$ cat src/rtl/rv32i_pkg.sv
// Shared constants and types for the RV32I instruction-fetch stage.
package rv32i_pkg;

    localparam logic [31:0] RV32I_NOP = 32'h0000_0013;

    typedef enum logic [1:0] {
        FETCH,
        WAIT,
        DROP
    } fetch_state_t;

    typedef struct packed {
        logic [31:0] pc;
        logic [31:0] iw;
    } fetch_entry_t;

endpackage

$ cat src/rtl/rv32i_fetch_buf.sv
// Small synchronous FIFO holding fetched {pc, instruction} pairs ahead of decode.
// Flush takes priority over push and pop in the same cycle.
module rv32i_fetch_buf
    import rv32i_pkg::*;
#(
    parameter int DEPTH = 2
) (
    input  logic                     clk,
    input  logic                     reset,
    input  logic                     push,
    input  logic                     pop,
    input  logic                     flush,
    input  fetch_entry_t             wr_data,
    output fetch_entry_t             rd_data,
    output logic [$clog2(DEPTH):0]   count,
    output logic                     full,
    output logic                     empty
);
    localparam int AW = $clog2(DEPTH);

    logic [AW-1:0] wr_ptr_q, wr_ptr_d;
    logic [AW-1:0] rd_ptr_q, rd_ptr_d;
    logic [AW:0]   count_q, count_d;
    logic          do_push, do_pop;
    fetch_entry_t  mem_q [DEPTH];

    assign full    = (count_q == (AW+1)'(DEPTH));
    assign empty   = (count_q == '0);
    assign count   = count_q;
    assign rd_data = mem_q[rd_ptr_q];
    assign do_push = push && !full && !flush;
    assign do_pop  = pop && !empty && !flush;

    always_comb begin
        wr_ptr_d = wr_ptr_q;
        rd_ptr_d = rd_ptr_q;
        count_d  = count_q;
        if (flush) begin
            wr_ptr_d = '0;
            rd_ptr_d = '0;
            count_d  = '0;
        end else begin
            if (do_push) wr_ptr_d = wr_ptr_q + AW'(1);
            if (do_pop)  rd_ptr_d = rd_ptr_q + AW'(1);
            count_d = count_q + (AW+1)'(do_push) - (AW+1)'(do_pop);
        end
    end

    always_ff @(posedge clk or posedge reset) begin
        if (reset) begin
            wr_ptr_q <= '0;
            rd_ptr_q <= '0;
            count_q  <= '0;
        end else begin
            wr_ptr_q <= wr_ptr_d;
            rd_ptr_q <= rd_ptr_d;
            count_q  <= count_d;
        end
    end

    // Storage needs no reset; entries are only read while counted as valid.
    always_ff @(posedge clk) begin
        if (do_push) mem_q[wr_ptr_q] <= wr_data;
    end

endmodule

$ cat src/rtl/rv32i_fetch_unit.sv
// RV32I fetch stage: PC, single-outstanding imem handshake, instruction buffer, decode output register.
// Optional macro RV32I_FETCH_MISALIGN_TRAP_EN makes misaligned redirects raise a sticky fetch_fault.
module rv32i_fetch_unit
    import rv32i_pkg::*;
#(
    parameter logic [31:0] RESET_PC  = 32'h0000_0000,
    parameter int          BUF_DEPTH = 2
) (
    input  logic        clk,
    input  logic        reset,
    output logic        imem_req,
    output logic [31:0] imem_addr,
    input  logic        imem_ready,
    input  logic        imem_rvalid,
    input  logic [31:0] imem_rdata,
    input  logic        stall_in,
    input  logic        jmp_en,
    input  logic [31:0] jmp_addr,
    output logic [31:0] iw_out,
    output logic [31:0] pc_out,
    output logic        iw_valid,
    output logic        fetch_fault
);
    localparam int CW = $clog2(BUF_DEPTH) + 1;

    fetch_state_t  state_q, state_d;
    logic [31:0]   pc_q, pc_d;
    logic [31:0]   req_pc_q, req_pc_d;
    logic [31:0]   iw_q, iw_d;
    logic [31:0]   pc_out_q, pc_out_d;
    logic          iw_valid_q, iw_valid_d;
    logic          fault_q, fault_d;
    logic [31:0]   jmp_tgt;
    logic [CW-1:0] buf_count;
    logic [CW:0]   occupancy;
    logic          buf_full, buf_empty, buf_push, buf_pop;
    logic          outstanding, fire;
    fetch_entry_t  buf_wr, buf_rd;

`ifdef RV32I_FETCH_MISALIGN_TRAP_EN
    assign jmp_tgt = jmp_addr;
    assign fault_d = fault_q | (jmp_en & (jmp_addr[1:0] != 2'b00));
`else
    assign jmp_tgt = jmp_addr & 32'hFFFF_FFFC;
    assign fault_d = 1'b0;
`endif

    assign outstanding = (state_q != FETCH);
    assign occupancy   = {1'b0, buf_count} + {{CW{1'b0}}, outstanding};
    // Gated by reset so no request escapes while the block is held in reset.
    assign imem_req    = !reset && !fault_q && (state_q == FETCH)
                         && (occupancy < (CW+1)'(BUF_DEPTH));
    assign imem_addr   = pc_q;
    assign fire        = imem_req && imem_ready;
    assign buf_wr      = {req_pc_q, imem_rdata};

    always_comb begin
        state_d  = state_q;
        pc_d     = pc_q;
        req_pc_d = req_pc_q;
        buf_push = 1'b0;
        unique case (state_q)
            FETCH: begin
                if (fire) begin
                    state_d  = WAIT;
                    pc_d     = pc_q + 32'd4;
                    req_pc_d = pc_q;
                end
            end
            WAIT: begin
                if (imem_rvalid) begin
                    buf_push = !buf_full;
                    state_d  = FETCH;
                end
            end
            DROP: begin
                if (imem_rvalid) state_d = FETCH;
            end
            default: state_d = FETCH;
        endcase
        // A redirect still has to swallow the response of any request already in flight.
        if (jmp_en) begin
            pc_d     = jmp_tgt;
            buf_push = 1'b0;
            if ((state_q == FETCH && fire) || (state_q != FETCH && !imem_rvalid))
                state_d = DROP;
            else
                state_d = FETCH;
        end
    end

    always_comb begin
        iw_d       = iw_q;
        pc_out_d   = pc_out_q;
        iw_valid_d = iw_valid_q;
        buf_pop    = 1'b0;
        if (jmp_en || fault_q) begin
            iw_d       = RV32I_NOP;
            iw_valid_d = 1'b0;
        end else if (stall_in) begin
            iw_d       = iw_q;
        end else if (!buf_empty) begin
            buf_pop    = 1'b1;
            iw_d       = buf_rd.iw;
            pc_out_d   = buf_rd.pc;
            iw_valid_d = 1'b1;
        end else begin
            iw_d       = RV32I_NOP;
            iw_valid_d = 1'b0;
        end
    end

    always_ff @(posedge clk or posedge reset) begin
        if (reset) begin
            state_q    <= FETCH;
            pc_q       <= RESET_PC;
            req_pc_q   <= RESET_PC;
            iw_q       <= RV32I_NOP;
            pc_out_q   <= RESET_PC;
            iw_valid_q <= 1'b0;
            fault_q    <= 1'b0;
        end else begin
            state_q    <= state_d;
            pc_q       <= pc_d;
            req_pc_q   <= req_pc_d;
            iw_q       <= iw_d;
            pc_out_q   <= pc_out_d;
            iw_valid_q <= iw_valid_d;
            fault_q    <= fault_d;
        end
    end

    rv32i_fetch_buf #(
        .DEPTH (BUF_DEPTH)
    ) u_buf (
        .clk     (clk),
        .reset   (reset),
        .push    (buf_push),
        .pop     (buf_pop),
        .flush   (jmp_en),
        .wr_data (buf_wr),
        .rd_data (buf_rd),
        .count   (buf_count),
        .full    (buf_full),
        .empty   (buf_empty)
    );

    assign iw_out      = iw_q;
    assign pc_out      = pc_out_q;
    assign iw_valid    = iw_valid_q;
    assign fetch_fault = fault_q;

endmodule

$ cat config.mk
export PLATFORM = sky130hd
export DESIGN_NAME = rv32i_fetch_unit
export DESIGN_NICKNAME = d
export VERILOG_FILES = /design/src/rtl/rv32i_pkg.sv /design/src/rtl/rv32i_fetch_buf.sv /design/src/rtl/rv32i_fetch_unit.sv
export SDC_FILE = /design/constraint.sdc
export NUM_CORES = 1
export LEC_CHECK = 0
export CAP_MARGIN = 10
export CORE_MARGIN = 1.5
export CORE_UTILIZATION = 45
export DETAILED_ROUTE_END_ITERATION = 7
export PLACE_DENSITY = 0.8
export SLEW_MARGIN = 20
export SYNTH_ARGS = -nofsm -noshare
export SYNTH_HDL_FRONTEND = slang
export SYNTH_SLANG_ARGS = --single-unit
$ cat constraint.sdc
create_clock -name clk -period 11.5 [get_ports clk]
set_clock_uncertainty 0.15 [all_clocks]
set_input_delay 1.725 -clock clk [delete_from_list [all_inputs] [get_ports clk]]
set_output_delay 1.725 -clock clk [all_outputs]
set_load 0.01 [all_outputs]
Word-level counts from Yosys, hierarchy flattened
Memories as Yosys holds them, arrays and structs flattened.
Cells that the tools add are included.
W data, S select, Z words.
{"block": "op_classes", "n_bitwise": 3, "eq_ne": 6, "order_cmp": 1, "addsub": 6, "muxes": 26, "reduce_logical": 27}
{"operator": "$mux W32", "count": 6}
{"operator": "$add A32 B3 Y32 const B", "count": 1}
{"operator": "$mux W1", "count": 14}
{"operator": "$mux W2", "count": 5}
{"operator": "$reduce_bool A2 Y1", "count": 5}
{"operator": "$logic_and A1 B1 Y1", "count": 9}
{"operator": "$reduce_and A2 Y1", "count": 3}
{"operator": "$logic_not A1 Y1", "count": 5}
{"operator": "$eq A2 B2 Y1 const B", "count": 2}
{"operator": "$logic_not A2 Y1", "count": 2}
{"operator": "$pmux W2 S2", "count": 1}
{"operator": "$add A2 B1 Y3", "count": 1}
{"operator": "$lt A3 B2 Y1 const B", "count": 1}
{"operator": "$ne A3 B1 Y1 const B", "count": 1}
{"operator": "$ne A3 B3 Y1 const B", "count": 1}
{"operator": "$not A1 Y1", "count": 3}
{"operator": "$reduce_and A3 Y1", "count": 1}
{"operator": "$add A1 B1 Y1 const B", "count": 2}
{"operator": "$add A2 B1 Y2", "count": 1}
{"operator": "$eq A2 B1 Y1 const B", "count": 1}
{"operator": "$ne A2 B1 Y1 const B", "count": 1}
{"operator": "$reduce_or A2 Y1", "count": 1}
{"operator": "$sub A2 B1 Y2", "count": 1}
{"operator": "$logic_or A1 B1 Y1", "count": 1}
{"block": "word_totals", "word_cells": 79, "in_bits": 70, "ff_bits": 135, "memories": 1, "ramBits": 128}
{"memory": "u_buf.mem_q", "depth": 2, "width": 64, "rd": 1, "rd_ports_with_merged_regs": 0, "wr": 1, "line_no": "rv32i_fetch_buf.sv:25", "text": "fetch_entry_t mem_q [DEPTH];"}

Longest topological paths before layout
Gate-level depths: netlist of run 1.
{"block": "logic_depth", "ltp_word": 10, "depth_mapped": 9, "depth_no_buf": 8}

Modules after synthesis
From an unflattened synthesis of run 1, not the netlist that was laid out.
{"block": "unflattened", "cells_unflattened": 758, "hier_area_um2": 10646.5}
{"mod": "rv32i_fetch_unit", "seq_area_each_um2": 3181.8, "instances": 1, "cells_each": 532, "area_each_um2": 5559.1}
{"mod": "rv32i_fetch_buf", "seq_area_each_um2": 3943.8, "instances": 1, "cells_each": 226, "area_each_um2": 5087.4}

Worst setup path before layout of run 1
Ideal clock, no wire load.
{"block": "synth_timing", "kind": "input -> register", "start": "in jmp_en", "end": "mem u_buf.mem_q[0][0] in the netlist's numbering (enable)", "path_slack_ps": 2838, "path_stages": 2, "arrival_ps": 7877, "setup_time_ps": 635, "cell_sequence": "clkbuf_1 nor4_1"}
{"block": "synth_between", "elab_chain_len": 5}
{"element": "start, declared", "line_no": "rv32i_fetch_unit.sv:17", "text": "input logic jmp_en,"}
{"element": "$mux W1", "line_no": "rv32i_fetch_unit.sv:82", "text": "if (jmp_en) begin"}
{"element": "$logic_and A1 B1 Y1", "line_no": "rv32i_fetch_buf.sv:31", "text": "assign do_push = push && !full && !flush;"}
{"element": "$logic_and A1 B1 Y1 *", "line_no": "rv32i_fetch_buf.sv:31"}
{"element": "$mux W1 *", "line_no": "rv32i_fetch_buf.sv:63", "text": "if (do_push) mem_q[wr_ptr_q] <= wr_data;"}
{"element": "$mux W1 (not written as such) *", "line_no": "rv32i_fetch_buf.sv:63"}
{"element": "end, declared", "line_no": "rv32i_fetch_buf.sv:25"}
Every way passes the cells marked *; elsewhere a longest branch is shown, timed or not.

Final worst setup path of run 1
{"block": "layout_timing", "start": "in reset", "end": "out imem_req"}
{"block": "layout_between", "elab_chain_len": 3}
{"element": "start, declared", "line_no": "rv32i_fetch_unit.sv:10", "text": "input logic reset,"}
{"element": "$logic_not A1 Y1 (no line)"}
{"element": "$logic_and A1 B1 Y1", "line_no": "rv32i_fetch_unit.sv:51", "text": "assign imem_req = !reset && !fault_q && (state_q == FETCH)"}
{"element": "$logic_and A1 B1 Y1", "line_no": "rv32i_fetch_unit.sv:52", "text": "&& (occupancy < (CW+1)'(BUF_DEPTH));"}
{"element": "end, declared", "line_no": "rv32i_fetch_unit.sv:11", "text": "output logic imem_req,"}
No other way between the ends.

==> run metrics, run 1 <==
run status completed; chip height between 150 and 200 um; main area contributors after synthesis edfxtp_1 (38%), dfrtp_1 (32%), mux2i_1 (6.4%); final weighted congestion of routability-driven global placement between 0.7 and 0.8; number of flip-flops and latches in the synthesized netlist 253; slowest CP cell clkdlybuf4s50_1; R2R depth 6; cell class contributing the biggest share of worst-path delay buffers and inverters; number of rows in the core area 53; starting density of the core 0.4644; clock-pin slew of the registers on the worst-case setup and hold paths around 0.06 ns; Die X-Extent 151.0 um; number of diodes 0; areal power density over the cells 183.1 nW/um^2; TritonCTS clock tree built; total half-perimeter wirelength after legalization and detailed placement 13.03 mm; flop2flop setup slack just over 8 ns; endpoint type of the worst setup path output pin; count of unresolved DRC violations after routing 0; Longest Clk Path Bufs 3; clk sink count 253; area leader, netlist edfxtp_1; Top cell by count, worst path clkdlybuf4s50_1; count of hold-fix buffers inserted at cts 0; Setup Crit Path Kind in2out; number of warning messages in the yosys log 0; Async S/R FF share, synth 0.5099; clk_lat worst skew 0.51 ns; peak supply drop 0.1263 mV; Inserted Clock Buffers 25; wire length reported by the detailed router around 21 mm; number of cells on the critical path 3; Worst Hold Margin approximately 0.31 ns; die area 22800 sq um; Hold Vio Cnt, Final 0; cell count after placement ~1100; number of nets with antenna violations after detailed routing 0; part of the total power dissipated in combinational logic 0.155; drt first-iter violations 344; worst relative slew slack 0.2148; worst slack after detailed placement 6.487 ns; RSZ-0062 raised after global routing no; Post-CTS Setup Inserts 0; total negative slack 0 ns; clock network power share 0.323; Overflow after GRT 0; mean number of vias per cell 5.347; io pins 169; share of synthesized area occupied by flip-flops and latches 0.7058; crit path setup slack, layout 6.564 ns; H-tree depth 1; number of global-route vias before repair 6329; total via count in the routed design around 6300; Post-Synthesis Cell Area 9854 sq um; static leakage 4.591 nW; worst hold path stage count 0; CP Data Required Time 9.63 ns; leading post-synthesis cells by instance count dfrtp_1 (126), edfxtp_1 (124), nand2_1 (86); first-pass GRT wire length 32.78 mm; antenna violations before repair 0; count of unique library cells instantiated by Yosys 38; count leader, synth dfrtp_1; chain of cells forming the critical path clkdlybuf4s50_1, nor3b_1, clkdlybuf4s50_1; min-delay worst type reg2reg; final cell count without fillers 1170; Yosys top cell area share 0.3779; post-CTS resize count 0; Startpoint Class input pin; min Tclk post-route 4.936 ns; number of synthesized flops with an enable pin 124; register share of total power 0.522; reported max-cap violation count 0; area of the core 21220 sq um; crit share post-route 0.4292; Worst Tran Pin Value between 1 and 1.5 ns; GRT Overall Usage 0.1846; number of filler cells placed in the layout 1712; Max Fanout on Critical Path 4; pin count of the biggest net entering global routing slightly above 90; Clock Tree Root clkbuf_16; synthesized netlist cell count about 720; number of nets in the finished design 952; FMAX 202.6 MHz; CP Buf/Inv Count 2; # setup viols final 0; Internal Pwr Total 0.001712 W; signal arrival time at the worst endpoint ~3 ns; proportion of total power due to net switching 0.2506; synthesized area per cell 13.72 sq um; WL per Instance 17.84 um; biggest cell delay along the critical path roughly 0.57 ns; max-slew violation count 0; sw power roughly 0.00057 W; number of buffer cells added on primary ports approximately 160; number of search-and-repair iterations in the first detailed-routing pass 5; Syn-to-layout area delta 26.61%; dominant register cell in the synthesized netlist dfrtp_1; share of final-layout standard cells stronger than drive strength 1 0.09832
[area by class of cell]
| class | instances | area, sq um | area share |
|---|---|---|---|
| clock buffers | 34 | 679.4 | 0.05445 |
| clock inverters | 11 | 56.30 | 0.004513 |
| inverters | 16 | 65.06 | 0.005215 |
| multi-input cells | 412 | 2701 | 0.2165 |
| flip-flops and latches | 253 | 6959 | 0.5578 |
| well taps | 275 | 344.1 | 0.02758 |
| repair buffers | 169 | 1672 | 0.1340 |
[state kept, by name, summed over array words and instances (netlist names)]
register        flops
imem_addr          30
pc_out             30
iw_out             32
u_buf.count         2
u_buf.wr_ptr_q      1
u_buf.mem_q       124
u_buf.rd_ptr_q      1
req_pc_q           30
state_q             2
iw_valid            1
[worst register-to-register path, cell delays in order, from the launching register on]
cell and delay (ns):
dfrtp_1 0.40, inv_1 0.10, ha_1 0.30, nand4bb_4 0.57
or4_1 1.05, or4_1 0.61, a31oi_1 0.19
[cells by family (layout without fill, tap and decap cells)]
group | after synthesis | in the layout | synth area share
and+or+nand+nor | 180 | 180 | 0.08939
buffers and inverters | 57 | 230 | 0.02387
other | 1 | 5 | 0.0003805
muxes | 92 | 92 | 0.09713
AOI/OAI and AO/OA | 118 | 118 | 0.06640
xor gates and xnor gates | 12 | 12 | 0.01067
DFF | 253 | 253 | 0.7058
adders and majority gates | 5 | 5 | 0.006348
[per-stage QoR]
| step | power, W | utilization | area [sq um] |
|---|---|---|---|
| floorplan | 0.001364 | - | 9869 |
| global placement | 0.001549 | 0.5533 | 11740 |
| detailed placement | 0.001569 | 0.5533 | 11740 |
| CTS | 0.002308 | 0.5880 | 12480 |
| global route | 0.002389 | 0.5880 | 12480 |
| finish | 0.002284 | 0.5880 | 12480 |
[power groups by stage]
stage	combinational, W	sequential, W	clock, W
3_5_place_dp	0.000358	0.00121	0
3_3_place_gp	0.000348	0.00120	0
5_1_grt	0.000388	0.00121	0.000792
6_report	0.000354	0.00119	0.000737
4_1_cts	0.000360	0.00119	0.000754
2_1_floorplan	0.000159	0.00121	0
[worst paths after layout]
path | start | to
max | reset | imem_req
min | req_pc_q[25] | u_buf.mem_q[1][57]
max reg2reg | state_q[1] | imem_addr[17]
min reg2reg | req_pc_q[25] | u_buf.mem_q[1][57]
max in group asynchronous | reset | u_buf.rd_ptr_q
min in group asynchronous | reset | state_q[1]
[placed cells by master (no fill, tap or decap), types with 3 or more instances in the layout]
cell / n
a21oi_1: 5
a31oi_1: 19
and4_1: 4
buf_4: 8
clkbuf_1: 7
clkbuf_16: 25
clkdlybuf4s50_1: 161
clkinv_2: 9
conb_1: 5
dfrtp_1: 125
dfstp_2: 3
edfxtp_1: 124
ha_1: 5
inv_1: 14
mux2_2: 29
mux2i_1: 63
nand2_1: 86
nand3_1: 11
nand4_1: 13
nor2_1: 26
nor3_1: 4
o21ai_0: 79
o31ai_1: 11
or3_1: 8
or4_1: 12
xnor2_1: 5
xor2_1: 7
[per-layer routing]
metal	vias to the layer above	track usage	wire length (um)
li1	2937	-	-
met1	3084	0.2329	8603
met2	194	0.3283	10720
met3	41	0.02952	1137
met4	0	0.05243	415
met5	-	0	0
(Power assumes the default switching activity.)
==> run 2: changes to the inputs <==
- clock period: 11.5 -> 5.09 ns (I/O delays scaled with it)
==> run metrics, run 2 (synthesis gave the netlist of run 1 again) <==
run status completed; areal power density over the cells 423.4 nW/um^2 (+130%); final standard cell area without fillers 12640 sq um (+1.3%); GRT Overall Usage 0.1834 (-0.001243); top library cells by usage in the layout, fill and taps aside clkdlybuf4s50_1 (161), dfrtp_1 (125), edfxtp_1 (124); static leakage 4.656 nW (+1.4%); met2 routed wirelength 10.41 mm (-2.8%); chain of cells forming the critical path clkdlybuf4s50_1, nor3b_1, clkdlybuf4s50_1; max-slew violation count 0 (unchanged); crit share post-route 0.6125; number of diodes 0 (unchanged); number of nets in the finished design 954 (+0.21%); Longest Clk Path Bufs 3 (unchanged); TritonCTS clock tree built; number of global-route vias before repair 6311 (-0.28%); wire length on met1 8.696 mm (+1.1%); total negative slack 0 ns (unchanged); io pins 169 (unchanged); clk_lat worst skew 0.52 ns (about the same); capture endpoint of the worst hold path u_buf.mem_q[0][47]; wire length reported by the detailed router 20.69 mm (-0.89%); number of rows in the core area 53 (unchanged); worst relative slew slack 0.3997 (+0.1849); endpoint type of the worst setup path output pin; source of the worst register-to-register timing path state_q[1]; uppermost signal routing layer after detailed routing met4; Post-CTS Setup Inserts 0 (unchanged); mean number of vias per cell 5.304 (-0.80%); chip height 151.0 um (unchanged); worst slack after detailed placement 1.652 ns (-4.835 ns); signal arrival time at the worst endpoint 2.20 ns (-0.86 ns); number of nets with antenna violations after detailed routing 0 (unchanged); starting density of the core 0.4644 (unchanged); number of flip-flops in the largest register 124 (unchanged); Max Fanout on Critical Path 4 (unchanged); drt first-iter violations 291 (-15%); area of the core 21220 sq um (unchanged); Inserted Clock Buffers 26 (+4.0%); Hold Vio Cnt, Final 0 (unchanged); reported max-cap violation count 0 (unchanged); first-pass GRT wire length 32.68 mm (-0.30%); number of filler cells placed in the layout 1667 (-2.6%); PnR Total Power 0.005350 W (+130%); worst hold path startpoint req_pc_q[15]; min Tclk post-route 3.118 ns; biggest cell delay along the critical path 0.58 ns (about the same); RSZ-0062 raised after global routing no; antenna violations before repair 0 (unchanged); min-delay worst type reg2reg; Startpoint Class input pin; worst hold path stage count 0 (unchanged); Clock Tree Root clkbuf_16; FMAX 320.8 MHz; die area 22800 sq um (unchanged); final weighted congestion of routability-driven global placement 0.7687 (+2.3%); Met3 Routed Length 1.145 mm (+0.70%); pin count of the biggest net entering global routing 108 (+16%); Die X-Extent 151.0 um (unchanged); clock-pin slew of the registers on the worst-case setup and hold paths 0.06 ns (about the same); crit path setup slack, layout 1.972 ns (-4.592 ns); post-CTS resize count 0 (unchanged); flop2flop setup slack 2.27 ns (-5.78 ns); Syn-to-layout area delta 28.23%; share of final-layout standard cells stronger than drive strength 1 0.1057 (+0.007349); total half-perimeter wirelength after legalization and detailed placement 13.02 mm (about the same); clk sink count 253 (unchanged); peak supply drop 0.2431 mV (+92%); count of hold-fix buffers inserted at cts 0 (unchanged); Top cell by count, worst path clkdlybuf4s50_1; number of search-and-repair iterations in the first detailed-routing pass 4 (-1); register ranked first by flip-flop count u_buf.mem_q; Worst Tran Pin Value 0.8922 ns (-0.2749 ns); most common cell after layout, fill and taps aside clkdlybuf4s50_1; CP Data Required Time 4.18 ns (-5.45 ns); Placement Cell Area 11780 sq um (+0.31%); R2R depth 6 (unchanged); # setup viols final 0 (unchanged); H-tree depth 1 (unchanged); WL per Instance 17.62 um (-1.2%); number of buffer cells added on primary ports 161 (unchanged); worst reg2reg path endpoint imem_addr[21]; total via count in the routed design 6227 (-0.46%); Overflow after GRT 0 (unchanged); count of unresolved DRC violations after routing 0 (unchanged); slowest CP cell clkdlybuf4s50_1; Setup Crit Path Kind in2out; Worst Hold Margin 0.3115 ns (-0.0004000 ns)
==> run 2: changes by cell type in the layout (fill, tap and decap cells not counted) <==
cell / before / now
inv_6: 1 / 0
clkinv_4: 0 / 2
clkbuf_16: 25 / 27
clkinv_1: 2 / 1
nor4_2: 1 / 0
clkinvlp_4: 1 / 2
clkbuf_1: 7 / 5
nor4_4: 0 / 1
clkinv_2: 9 / 6
clkbuf_8: 2 / 5
bufinv_16: 0 / 1
inv_8: 0 / 1
buf_16: 0 / 1
==> run 2: cell type report <==
cell class	instances	area [sq um]	area share
Clock buffer	37	763.2	0.06040
Clock inverter	11	92.59	0.007327
Inverter	16	67.56	0.005347
Multi-Input combinational cell	412	2710	0.2145
Sequential cell	253	6959	0.5507
Tap cell	275	344.1	0.02723
Timing Repair Buffer	170	1699	0.1345
==> run 2: routing by layer <==
metal  global-route usage  vias to the layer above
li1                     -                     2935
met1               0.2360                     3085
met2               0.3164                      170
met3              0.03373                       37
met4              0.05437                        0
met5                    0                        -
==> run 2: per-stage QoR <==
step,util,cells
2_1_floorplan,-,722
3_3_place_gp,0.5537,1125
3_5_place_dp,0.5550,1126
4_1_cts,0.5953,1174
5_1_grt,0.5955,1174
6_report,0.5955,1174
==> run 2: worst max-delay path by stage <==
stage	start	to	slack [ns]	cells after the start
2_1_floorplan	reset	imem_addr[10]	0.74	1
3_3_place_gp	reset	imem_addr[31]	1.70	5
3_5_place_dp	reset	imem_addr[17]	1.65	5
4_1_cts	state_q[1]	imem_req	1.98	4
5_1_grt	state_q[1]	imem_req	1.91	4
6_report	reset	imem_req	1.97	3
==> run 2: worst max-delay path, delay by kind of cell <==
family	cells	cell delay (ns)
and+or+nand+nor	1	0.31
buffers and inverters	2	1.12
==> run 2: power by group <==
| group | total, W | internal, W | leakage (nW) | switching, W |
|---|---|---|---|---|
| sequential | 0.00270 | 0.00249 | 2.72 | 0.000209 |
| combinational | 0.000807 | 0.000450 | 1.51 | 0.000357 |
| clock | 0.00185 | 0.00110 | 0.421 | 0.000751 |
==> run 3: changes to the inputs <==
- clock period: 5.09 -> 3 ns (I/O delays scaled with it)
==> run metrics, run 3 (synthesis gave the netlist of run 1 again) <==
run status completed; die area 22800 sq um (unchanged); Inserted Clock Buffers 26 (unchanged); Overflow after GRT 0 (unchanged); Max Fanout on Critical Path 6 (+2); CP Data Required Time 2.40 ns (-1.78 ns); TritonCTS clock tree built; register ranked first by flip-flop count u_buf.mem_q; crit path setup slack, layout 0.2237 ns (-1.749 ns); min Tclk post-route 2.776 ns; static leakage 4.696 nW (+0.84%); number of filler cells placed in the layout 1657 (-0.60%); share of final-layout standard cells stronger than drive strength 1 0.1087 (+0.002999); number of search-and-repair iterations in the first detailed-routing pass 5 (+1); number of nets in the finished design 966 (+1.3%); worst reg2reg path endpoint imem_addr[17]; H-tree depth 1 (unchanged); number of rows in the core area 53 (unchanged); worst hold path stage count 0 (unchanged); number of buffer cells added on primary ports 161 (unchanged); max-slew violation count 0 (unchanged); # setup viols final 0 (unchanged); number of nets with antenna violations after detailed routing 0 (unchanged); flop2flop setup slack 0.42 ns (-1.85 ns); endpoint type of the worst setup path output pin; Die X-Extent 151.0 um (unchanged); Syn-to-layout area delta 29.14%; chip height 151.0 um (unchanged); R2R depth 7 (+1); reported max-cap violation count 0 (unchanged); mean number of vias per cell 5.271 (-0.63%); crit share post-route 0.9254; signal arrival time at the worst endpoint 2.18 ns (-0.02 ns); top library cells by usage in the layout, fill and taps aside clkdlybuf4s50_1 (161), dfrtp_1 (125), edfxtp_1 (124); drt first-iter violations 328 (+13%); GRT Overall Usage 0.1826 (-0.0007323); capture endpoint of the worst hold path u_buf.mem_q[1][59]; Post-CTS Setup Inserts 0 (unchanged); multi-input gate area in the final layout 2713 sq um (about the same); Setup Crit Path Kind reg2out; total via count in the routed design 6251 (+0.39%); number of flip-flops in the largest register 124 (unchanged); Longest Clk Path Bufs 3 (unchanged); min-delay worst type reg2reg; areal power density over the cells 702.3 nW/um^2 (+66%); peak supply drop 0.3810 mV (+57%); clk sink count 253 (unchanged); RSZ-0062 raised after global routing no; FMAX 360.2 MHz; total half-perimeter wirelength after legalization and detailed placement 13.50 mm (+3.7%); FF+latch area 6959 sq um (unchanged); worst relative slew slack 0.4951 (+0.09537); post-CTS resize count 0 (unchanged); count of hold-fix buffers inserted at cts 0 (unchanged); WL per Instance 17.55 um (-0.41%); number of global-route vias before repair 6313 (+0.032%); starting density of the core 0.4644 (unchanged); Startpoint Class register; number of diodes 0 (unchanged); wire length reported by the detailed router 20.81 mm (+0.60%); worst hold path startpoint req_pc_q[27]; most common cell after layout, fill and taps aside clkdlybuf4s50_1; Critical Path Source state_q[1]; source of the worst register-to-register timing path state_q[1]; worst slack after detailed placement 0.2384 ns (-1.413 ns); PnR Total Power 0.008938 W (+67%); total negative slack 0 ns (unchanged); first-pass GRT wire length 32.56 mm (-0.36%); final weighted congestion of routability-driven global placement 0.7836 (+1.9%); count of unresolved DRC violations after routing 0 (unchanged); Hold Vio Cnt, Final 0 (unchanged); Worst Tran Pin Value 0.7557 ns (-0.1364 ns); area of the core 21220 sq um (unchanged); clock-pin slew of the registers on the worst-case setup and hold paths 0.06 ns (about the same); io pins 169 (unchanged); pin count of the biggest net entering global routing 93 (-14%); clk_lat worst skew 0.52 ns (about the same); utilization after layout 0.5997 (+0.004245); antenna violations before repair 0 (unchanged); Clock Tree Root clkbuf_16
==> run 3: cell types whose count changed in the layout (fill, tap and decap cells not counted) <==
cell | previous run | this run
clkinv_4 | 2 | 0
clkinvlp_4 | 2 | 1
buf_12 | 0 | 7
clkinv_2 | 6 | 4
clkbuf_8 | 5 | 3
nand2_2 | 0 | 1
buf_4 | 8 | 14
inv_8 | 1 | 0
clkbuf_1 | 5 | 14
bufinv_16 | 1 | 0
nand2_1 | 86 | 85
buf_16 | 1 | 0
==> run 3: where the power goes <==
group / switching, W / leakage (nW) / internal (W) / total (W)
Combinational: 0.000618 / 1.59 / 0.000783 / 0.00140
Sequential: 0.000341 / 2.72 / 0.00422 / 0.00456
Clock: 0.00124 / 0.386 / 0.00173 / 0.00297
Total: 0.00220 / 4.70 / 0.00674 / 0.00894
==> run 3: worst max-delay path by stage <==
stage	end	slack, ns	depth (start not counted)
floorplan	u_buf.mem_q[0][0]	-0.33	4
global placement	imem_addr[21]	0.26	6
CTS	imem_req	0.17	4
global route	imem_req	0.1	4
finish	imem_req	0.22	4
detailed placement	imem_addr[31]	0.24	6
==> run 3: layer usage <==
metal	part of all wire	vias up	track usage
li1	-	2960	-
met1	0.42	3088	0.2353
met2	0.51	172	0.3201
met3	0.057	31	0.02922
met4	0.018	0	0.05049
met5	0	-	0
==> run 3: worst max-delay path: stages, from the launching register on <==
cell and delay [ns]:
dfrtp_1 0.39, inv_1 0.08, ha_1 0.29, nor3b_1 0.31, clkdlybuf4s50_1 0.59
==> run 3: metrics by stage <==
stage	instances	hold WS, ns	area [sq um]
floorplan	722	0.2866	9891
global placement	1138	0.2936	11940
detailed placement	1138	0.3020	11940
CTS	1186	0.3152	12730
global route	1186	0.3208	12730
finish	1186	0.3166	12730
==> run 3: layout make-up <==
cell class / count / share of cell area
sequential: 253 / 0.5468
multi-input combinational: 412 / 0.2132
timing repair buffer: 182 / 0.1459
clock buffer: 44 / 0.06047
tap: 275 / 0.02704
inverter: 16 / 0.005014
clock inverter: 4 / 0.001573
